--- src/rtl/cache_pmem_arbiter.sv ---
// Arbitrates the shared physical-memory line port between the I-cache and D-cache.
// One transaction at a time, held until pmem_resp; simultaneous requests alternate.
module cache_pmem_arbiter #(
    parameter int LINE_W = 256,
    parameter int ADDR_W = 32
) (
    input  logic              clk,
    input  logic              rst_n,
    input  logic              i_pmem_read,
    input  logic [ADDR_W-1:0] i_pmem_address,
    output logic [LINE_W-1:0] i_pmem_rdata,
    output logic              i_pmem_resp,
    input  logic              d_pmem_read,
    input  logic              d_pmem_write,
    input  logic [ADDR_W-1:0] d_pmem_address,
    input  logic [LINE_W-1:0] d_pmem_wdata,
    output logic [LINE_W-1:0] d_pmem_rdata,
    output logic              d_pmem_resp,
    output logic              pmem_read,
    output logic              pmem_write,
    output logic [ADDR_W-1:0] pmem_address,
    output logic [LINE_W-1:0] pmem_wdata,
    input  logic [LINE_W-1:0] pmem_rdata,
    input  logic              pmem_resp
);

    typedef enum logic [1:0] {
        IDLE   = 2'd0,
        I_BUSY = 2'd1,
        D_BUSY = 2'd2
    } state_t;

    state_t state_q, state_d;
    logic   last_d_q, last_d_d;
    logic   i_req, d_req;

    assign i_req = i_pmem_read;
    assign d_req = d_pmem_read | d_pmem_write;

    // Every completion returns through IDLE so a request level still high in the
    // response cycle is treated as a fresh request rather than re-granted early.
    always_comb begin
        state_d  = state_q;
        last_d_d = last_d_q;
        case (state_q)
            IDLE: begin
                if (i_req && d_req)
                    state_d = last_d_q ? I_BUSY : D_BUSY;
                else if (i_req)
                    state_d = I_BUSY;
                else if (d_req)
                    state_d = D_BUSY;
            end
            I_BUSY: begin
                if (pmem_resp) begin
                    state_d  = IDLE;
                    last_d_d = 1'b0;
                end
            end
            D_BUSY: begin
                if (pmem_resp) begin
                    state_d  = IDLE;
                    last_d_d = 1'b1;
                end
            end
            default: state_d = IDLE;
        endcase
    end

    // Port muxing decodes the registered grant so reset clears pmem requests immediately.
    always_comb begin
        pmem_read    = 1'b0;
        pmem_write   = 1'b0;
        pmem_address = '0;
        pmem_wdata   = '0;
        i_pmem_resp  = 1'b0;
        d_pmem_resp  = 1'b0;
        case (state_q)
            I_BUSY: begin
                pmem_read    = 1'b1;
                pmem_address = i_pmem_address;
                i_pmem_resp  = pmem_resp;
            end
            D_BUSY: begin
                pmem_read    = d_pmem_read;
                pmem_write   = d_pmem_write;
                pmem_address = d_pmem_address;
                pmem_wdata   = d_pmem_wdata;
                d_pmem_resp  = pmem_resp;
            end
            default: ;
        endcase
    end

    assign i_pmem_rdata = pmem_rdata;
    assign d_pmem_rdata = pmem_rdata;

    always_ff @(posedge clk or negedge rst_n) begin
        if (!rst_n) begin
            state_q  <= IDLE;
            last_d_q <= 1'b1;
        end else begin
            state_q  <= state_d;
            last_d_q <= last_d_d;
        end
    end

    a_no_d_read_write: assert property (@(posedge clk) disable iff (!rst_n)
        !(d_pmem_read && d_pmem_write))
        else $fatal(1, "cache_pmem_arbiter: d_pmem_read and d_pmem_write both high");

    a_legal_state: assert property (@(posedge clk) disable iff (!rst_n)
        (state_q == IDLE) || (state_q == I_BUSY) || (state_q == D_BUSY))
        else $fatal(1, "cache_pmem_arbiter: illegal state encoding");

endmodule

--- config.mk ---
export PLATFORM = sky130hd
export DESIGN_NAME = cache_pmem_arbiter
export DESIGN_NICKNAME = d
export VERILOG_FILES = /design/src/rtl/cache_pmem_arbiter.sv
export SDC_FILE = /design/constraint.sdc
export NUM_CORES = 1
export LEC_CHECK = 0
export ABC_AREA = 1
export CAP_MARGIN = 20
export CORE_AREA = 2 2 539 541
export CTS_BUF_LIST = sky130_fd_sc_hd__clkbuf_2 sky130_fd_sc_hd__clkbuf_4 sky130_fd_sc_hd__clkbuf_8
export DETAILED_ROUTE_END_ITERATION = 12
export DIE_AREA = 0 0 541 543
export GPL_ROUTABILITY_DRIVEN = 0
export SYNTH_ARGS = -nofsm -noshare
export SYNTH_HDL_FRONTEND = slang
export SYNTH_SLANG_ARGS = --single-unit
--- constraint.sdc ---
create_clock -name clk -period 2.9 [get_ports clk]
set_clock_uncertainty 0.2 [all_clocks]
set_input_delay 0.725 -clock clk [delete_from_list [all_inputs] [get_ports clk]]
set_output_delay 0.725 -clock clk [all_outputs]
set_load 0.02 [all_outputs]
Word-level counts from Yosys, hierarchy flattened
Index checks and enable logic that the tools add are counted.
W data, S select, Z words.
{ "totals": {"regBits": 3, "in_bits": 582, "elab_cells": 30} }
{ "classes": {"eq_ne": 6, "mux": 15, "n_bitwise": 1, "reduce_logical": 6} }
{ "op_table": {"columns": ["operator", "n"], "rows": [
  ["$mux W256", 1],
  ["$pmux W32 S2", 1],
  ["$mux W2", 5],
  ["$mux W1", 5],
  ["$ne A2 B2 Y1 const B", 2],
  ["$ne A4 B4 Y1 const B", 1],
  ["$pmux W1 S2", 2],
  ["$pmux W2 S2", 1],
  ["$reduce_and A3 Y1", 1],
  ["$eq A2 B1 Y1 const B", 1],
  ["$eq A2 B2 Y1 const B", 1],
  ["$logic_not A2 Y1", 1],
  ["$ne A2 B1 Y1 const B", 1],
  ["$reduce_and A2 Y1", 1],
  ["$reduce_bool A2 Y1", 1],
  ["$reduce_or A2 Y1", 1],
  ["$logic_and A1 B1 Y1", 1],
  ["$or A1 B1 Y1", 1]
]} }

Depth between registers and ports, before layout
Gate-level depths: netlist of run 1.
{ "depth": {"word_depth": 5, "depth_mapped": 8} }

Worst setup path after synthesis of run 1
No wires, ideal clock.
{ "synth_path": {"kind": "register to output", "start": "register state_q[1]", "end": "output port pmem_address[10]", "arrival_ps": 1328, "required_time_ps": 1975, "path_slack_ps": 647, "path_stages_with_launch": 6, "n_path_buf": 1, "path_cell_list": "dfrtp_1 -> inv_1 -> ha_1 -> inv_1 -> buf_1 -> a21oi_1"} }
{ "synth_between": {"elab_chain_len": 2, "elab_cells_between_ends": 3, "classes_between": "eq/ne: 2; mux: 1"} }
{ "synth_rtl": {"columns": ["item", "line_no", "text"], "rows": [
  ["start: declaration", "33", "state_t state_q, state_d;"],
  ["start signal: assignment", "103", "state_q <= state_d;"],
  ["$eq A2 B2 Y1 or $eq A2 B1 Y1 (tied branches)", "78", "case (state_q)"],
  ["$pmux W32 S2 *", "78", null],
  ["end: declaration", "21", "output logic [ADDR_W-1:0] pmem_address,"]
]} }
Every way passes the cells marked *; elsewhere a longest branch is shown, timed or not.

Final worst setup path of run 1
{ "layout_path": {"start": "register state_q[0]", "end": "output port pmem_wdata[29]"} }
{ "layout_between": {"elab_chain_len": 2} }
{ "layout_rtl": {"columns": ["item", "line_no", "text"], "rows": [
  ["$eq A2 B2 Y1", "78", null],
  ["$mux W256", "78", null],
  ["end: declaration", "22", "output logic [LINE_W-1:0] pmem_wdata,"]
]} }
Every way passes these cells.

==> results of run 1 <==
==> layout by cell type (no fill, tap or decap), types with 4 or more instances in the layout <==
| cell type | count |
|---|---|
| a21oi_1 | 28 |
| nor2_1 | 5 |
| buf_4 | 47 |
| a21oi_2 | 5 |
| buf_12 | 253 |
| diode_2 | 24 |
| clkdlybuf4s50_1 | 325 |
| nand2_1 | 328 |
| clkdlybuf4s15_1 | 4 |
| dlygate4sd2_1 | 8 |
| clkbuf_2 | 4 |
| inv_1 | 263 |
| buf_6 | 4 |
==> worst paths after layout <==
| check | startpoint | endpoint | slack (ns) | cells after the start |
|---|---|---|---|---|
| max in group asynchronous | rst_n | last_d_q | 1.76 | 1 |
| max | state_q[0] | pmem_wdata[29] | 0.11 | 7 |
| min reg2reg | last_d_q | last_d_q | 0.37 | 1 |
| min in group asynchronous | rst_n | state_q[1] | 0.51 | 1 |
| min | last_d_q | last_d_q | 0.37 | 1 |
| max reg2reg | state_q[1] | state_q[0] | 1.33 | 6 |
==> stage by stage <==
stage / power, uW / area (sq um) / TNS, ns / cells / worst slack, ns
detailed placement: 12100 / 16100 / 0 / 5064 / 0.00679
global route: 13000 / 16400 / -0.0383 / 5081 / -0.00665
global placement: 12200 / 16100 / 0 / 5064 / 0.0511
floorplan: 4550 / 6750 / 0 / 1194 / 0.647
CTS: 12400 / 16200 / 0 / 5071 / 0.0361
finish: 12200 / 16400 / 0 / 5103 / 0.112
==> kinds of logic after synthesis <==
logic type,count (synthesis),synth area share
AO/OA/AOI/OAI,37,0.0280
flip-flops,3,0.0113
AND/OR/NAND/NOR,334,0.186
buffers and inverters,816,0.767
adder cells (fa/ha/maj),4,0.00741
==> worst max-delay path, stage by stage (launching register included) <==
cell and delay [ns]:
dfrtp_2 0.44, inv_2 0.12, ha_4 0.25, buf_12 0.15, clkbuf_16 0.17, nand2_1 0.05
inv_1 0.05, dlygate4sd2_1 0.38
==> sequential cells by signal, summed over array words and instances (netlist names) <==
name and count:
state_q 2, last_d_q 1
==> what timing repair did <==
action / 4_1_cts / 5_1_grt
endpoints found under the hold margin: 0 / 0
setup buffers: 2 / 5
gates cloned: 1 / 3
resized for setup: 23 / 24
pin swaps: 0 / 0
endpoints found under the setup margin: 113 / 70
==> per-layer routing <==
metal | global-route usage | share of wire | vias to the layer above
li1 | - | - | 3056
met1 | 0.0916 | 0.22 | 2954
met2 | 0.204 | 0.39 | 1514
met3 | 0.249 | 0.37 | 363
met4 | 0.0234 | 0.022 | 102
met5 | 0.000986 | 0.0032 | -
==> power by group through the flow <==
stage          Sequential (uW)  Combinational (uW)  Clock (uW)
6_report                  98.1               11900         136
5_1_grt                    100               12800         145
4_1_cts                   92.2               12200         138
3_5_place_dp              89.3               12000           0
3_3_place_gp              85.3               12100           0
2_1_floorplan             79.8                4470           0
==> layout make-up <==
cell class              count  share of cell area
repair buffers            651               0.547
well taps                3781               0.288
multi-input cells         375              0.0937
inverters                 265              0.0605
flip-flops and latches      3             0.00472
diodes                     24             0.00365
clock buffers               4             0.00297
==> synth_stat cells <==
cell and n:
buf_4 517, nand2_1 328, inv_1 265, a21oi_1 33, buf_6 22, buf_2 10, nor2_1 5, ha_1 4
o21ai_0 3, buf_1 2, dfrtp_1 2, a22o_1 1, dfstp_2 1, nand3_1 1
==> out/metrics.csv, run 1 <==
metric;value;unit
total track usage;0.145;
status;finished clean;
unrepaired setup endpoints after global routing;true;
pin count of the biggest net entering global routing;35;
Worst setup EP type;primary output;
Detail Route Antenna Nets;0;
syn_area_per_cell;5.65;sq um
CTS Buf Count;3;
Rows;197;
Syn. warnings;0;
Cell Area, Synth;6750;sq um
fmax;0.359;GHz
worst hold margin;0.375;ns
wire per inst;43.6;um
register area share after synthesis;0.0113;
fin crit period;2.79;ns
Worst-path clk slew;0.04;ns
leakage power;0.00676;uW
global-route wire length before repair;243000;um
Hold Buf Count CTS;0;
Die W;541;um
Avg Vias per Cell;1.57;
Area growth, synth to finish;144;%
Congestion Overflow GR;0;
clk sink count;3;
Int Power;5390;uW
pins over their slew limit;0;
share of layout cells above drive strength 1;0.254;
register area;77.6;sq um
Max-Cap Viols;0;
fin nets;1885;
DR vias;7989;
Max FO, Critical Path;6;
CP startpoint kind;flop;
arrival time at the worst endpoint;1.86;ns
Area contributors post-synth;buf_4 57%, nand2_1 18%, inv_1 15%;
initial antenna violation count;152;
Net Switching;6770;uW
Slew headroom;0.800;
clock share of power;0.011;
Die H;543;um
Crit Path Class;reg2out;
post-layout util;0.0572;
die area;294000;sq um
switching part of the total;0.556;
peak supply drop;0.375;mV
Yosys cell types;14;
Cell Pwr Density;740;nW/um^2
Clock Path Buffers;2;
Setup Viol. Count Final;0;
worst hold-check path type;reg2reg;
number of global-route vias before repair;7759;
WP data required;1.98;ns
top cell type's share of synthesized area;0.575;
HPWL after DPL;216000;um
Iteration-0 DRC Markers;304;
DRC viols;0;
syn nets;1780;
Comb power frac;0.981;
Slew @ Worst Pin;0.300;ns
post-synth top area cell;buf_4;
Port Buffer Count;617;
H-tree level count;1;
flops & latches, synth;3;
Ports;1386;
Multi-input gate area;1540;sq um
initial core utilization;0.0235;
routed wire length;223000;um
Period Utilization, post-route;0.961;
TritonRoute pass-1 iters;4;
worst-skew pair later-pin latency;0.22;ns
Hold Vio Cnt, Final;0;
Core Region;287000;sq um
TritonCTS clock tree;yes;
clock root cell;clkbuf_8;
Mapped Cells;1194;
Reg power frac;0.008;
Fillers;33985;
Note: power is estimated with default switching activity, not from simulation.
==> run 2: changes to the inputs <==
--- a/config.mk
+++ b/config.mk
@@ -12,6 +12,7 @@
 export DETAILED_ROUTE_END_ITERATION = 12
 export DIE_AREA = 0 0 541 543
 export GPL_ROUTABILITY_DRIVEN = 0
+export RECOVER_POWER = 25
 export SYNTH_ARGS = -nofsm -noshare
 export SYNTH_HDL_FRONTEND = slang
 export SYNTH_SLANG_ARGS = --single-unit
==> run 2 against run 1 <==
Setup slack gained 0.0011 ns; clock power is essentially flat; power about the same; first-iteration DRC count unchanged; combinational power is essentially flat; register-to-register slack about the same; non-clock buffer count unchanged; via count down 0.10%; design area unchanged; sequential share of layout area stayed put; global-route usage did not move; cell count stayed put; critical endpoint unchanged; largest power group unchanged.
==> out/metrics.csv, run 2 (synthesis gave the netlist of run 1 again) <==
metric;value;unit
CP startpoint kind;flop;
Iteration-0 DRC Markers;304;
H-tree level count;1;
Worst-path clk slew;0.04;ns
max FFs per register;2;
HPWL after DPL;216000;um
fin nets;1885;
CP max stage delay;0.44;ns
Crit Path Class;reg2out;
Port Buffer Count;617;
global-route wire length before repair;243000;um
Period Utilization, post-route;0.961;
peak supply drop;0.375;mV
Buf+Inv Stages, Crit Path;5;
Area growth, synth to finish;144;%
DR vias;7981;
CP delay by family, top;buffers and inverters;
Die W;541;um
fmax;0.359;GHz
share of layout cells above drive strength 1;0.254;
DRC viols;0;
TritonRoute pass-1 iters;4;
Max FO, Critical Path;6;
TritonCTS clock tree;yes;
WP data required;1.98;ns
number of global-route vias before repair;7759;
initial core utilization;0.0235;
Top Registers;state_q x2, last_d_q x1;
leakage power;0.00676;uW
placed inst area;16100;sq um
initial antenna violation count;152;
routed wire length;223000;um
wire per inst;43.6;um
clk sink count;3;
CTS Buf Count;3;
Congestion Overflow GR;0;
post-route cell area;16400;sq um
clock root cell;clkbuf_8;
Reg with most FFs;state_q;
fin crit period;2.79;ns
total track usage;0.145;
Core Region;287000;sq um
Rows;197;
arrival time at the worst endpoint;1.86;ns
most frequent cells in the layout;328 x nand2_1, 324 x clkdlybuf4s50_1, 263 x inv_1;
Clock Path Buffers;2;
Setup Viol. Count Final;0;
Cell Pwr Density;740;nW/um^2
crit path cell chain;inv_2, ha_4, buf_12, clkbuf_16, nand2_1, inv_1, dlygate4sd2_1;
Worst Slack Setup Final;0.113;ns
worst-skew pair later-pin latency;0.22;ns
critical path's slowest cell;dfrtp_2;
status;finished clean;
pins over their slew limit;0;
die area;294000;sq um
Slew headroom;0.800;
worst hold-check path type;reg2reg;
Detail Route Antenna Nets;0;
unrepaired setup endpoints after global routing;true;
Die H;543;um
Ports;1386;
Worst setup EP type;primary output;
commonest non-fill, non-tap cell in the layout;nand2_1;
Max-Cap Viols;0;
Avg Vias per Cell;1.56;
Slew @ Worst Pin;0.300;ns
Hold Vio Cnt, Final;0;
pre-CTS WS;0.00679;ns
pin count of the biggest net entering global routing;35;
[run 2: layer usage]
metal / global-route usage / wire, um / up-vias
li1: - / - / 3056
met1: 0.0916 / 48400 / 2950
met2: 0.204 / 87300 / 1510
met3: 0.249 / 81500 / 363
met4: 0.0234 / 4830 / 102
met5: 0.000986 / 703 / -
[run 2: power breakdown]
group / total, uW / switching, uW / internal [uW]
Sequential: 97.8 / 29.5 / 68.3
Combinational: 11900 / 6710 / 5220
Clock: 136 / 32.1 / 103
Total: 12200 / 6770 / 5390
[run 2: stage by stage]
| stage | utilization | TNS, ns | instances | hold WS, ns | total power, uW |
|---|---|---|---|---|---|
| floorplan | - | 0 | 1194 | 0.229 | 4550 |
| global placement | 0.0561 | 0 | 5064 | 0.295 | 12200 |
| detailed placement | 0.0561 | 0 | 5064 | 0.371 | 12100 |
| CTS | 0.0564 | 0 | 5071 | 0.376 | 12400 |
| global route | 0.0570 | -0.0383 | 5081 | 0.385 | 13000 |
| finish | 0.0572 | 0 | 5103 | 0.375 | 12200 |
[run 2: area by class of cell]
type                            instances  area, sq um
Clock buffer                            4         48.8
Antenna cell                           24         60.1
Timing Repair Buffer                  651         8990
Multi-Input combinational cell        375         1540
Fill cell                           33985       271000
Tap cell                             3781         4730
Sequential cell                         3         77.6
Inverter                              265          995
[run 2: worst paths after layout]
path	from	end	slack, ns	cells after the start
min in group asynchronous	rst_n	state_q[1]	0.58	1
setup / recovery	state_q[0]	pmem_wdata[29]	0.11	7
setup reg to reg	state_q[1]	state_q[0]	1.33	6
hold reg to reg	last_d_q	last_d_q	0.37	1
max in group asynchronous	rst_n	last_d_q	1.69	1
hold / removal	last_d_q	last_d_q	0.37	1
[run 2: what timing repair did]
item                                   in CTS  in global routing
setup buffers                               2                  5
gates cloned                                1                  3
resized for setup                          23                 24
hold buffers                                0                  0
endpoints found under the hold margin       0                  0
setup endpoints to repair                 113                 70
[run 2: worst register-to-register path, cell delays in order, from the launching register on]
cell,delay (ns)
dfrtp_1,0.44
inv_1,0.12
ha_1,0.33
nand2_1,0.10
nand2_1,0.08
nand2_1,0.09
o21ai_0,0.09
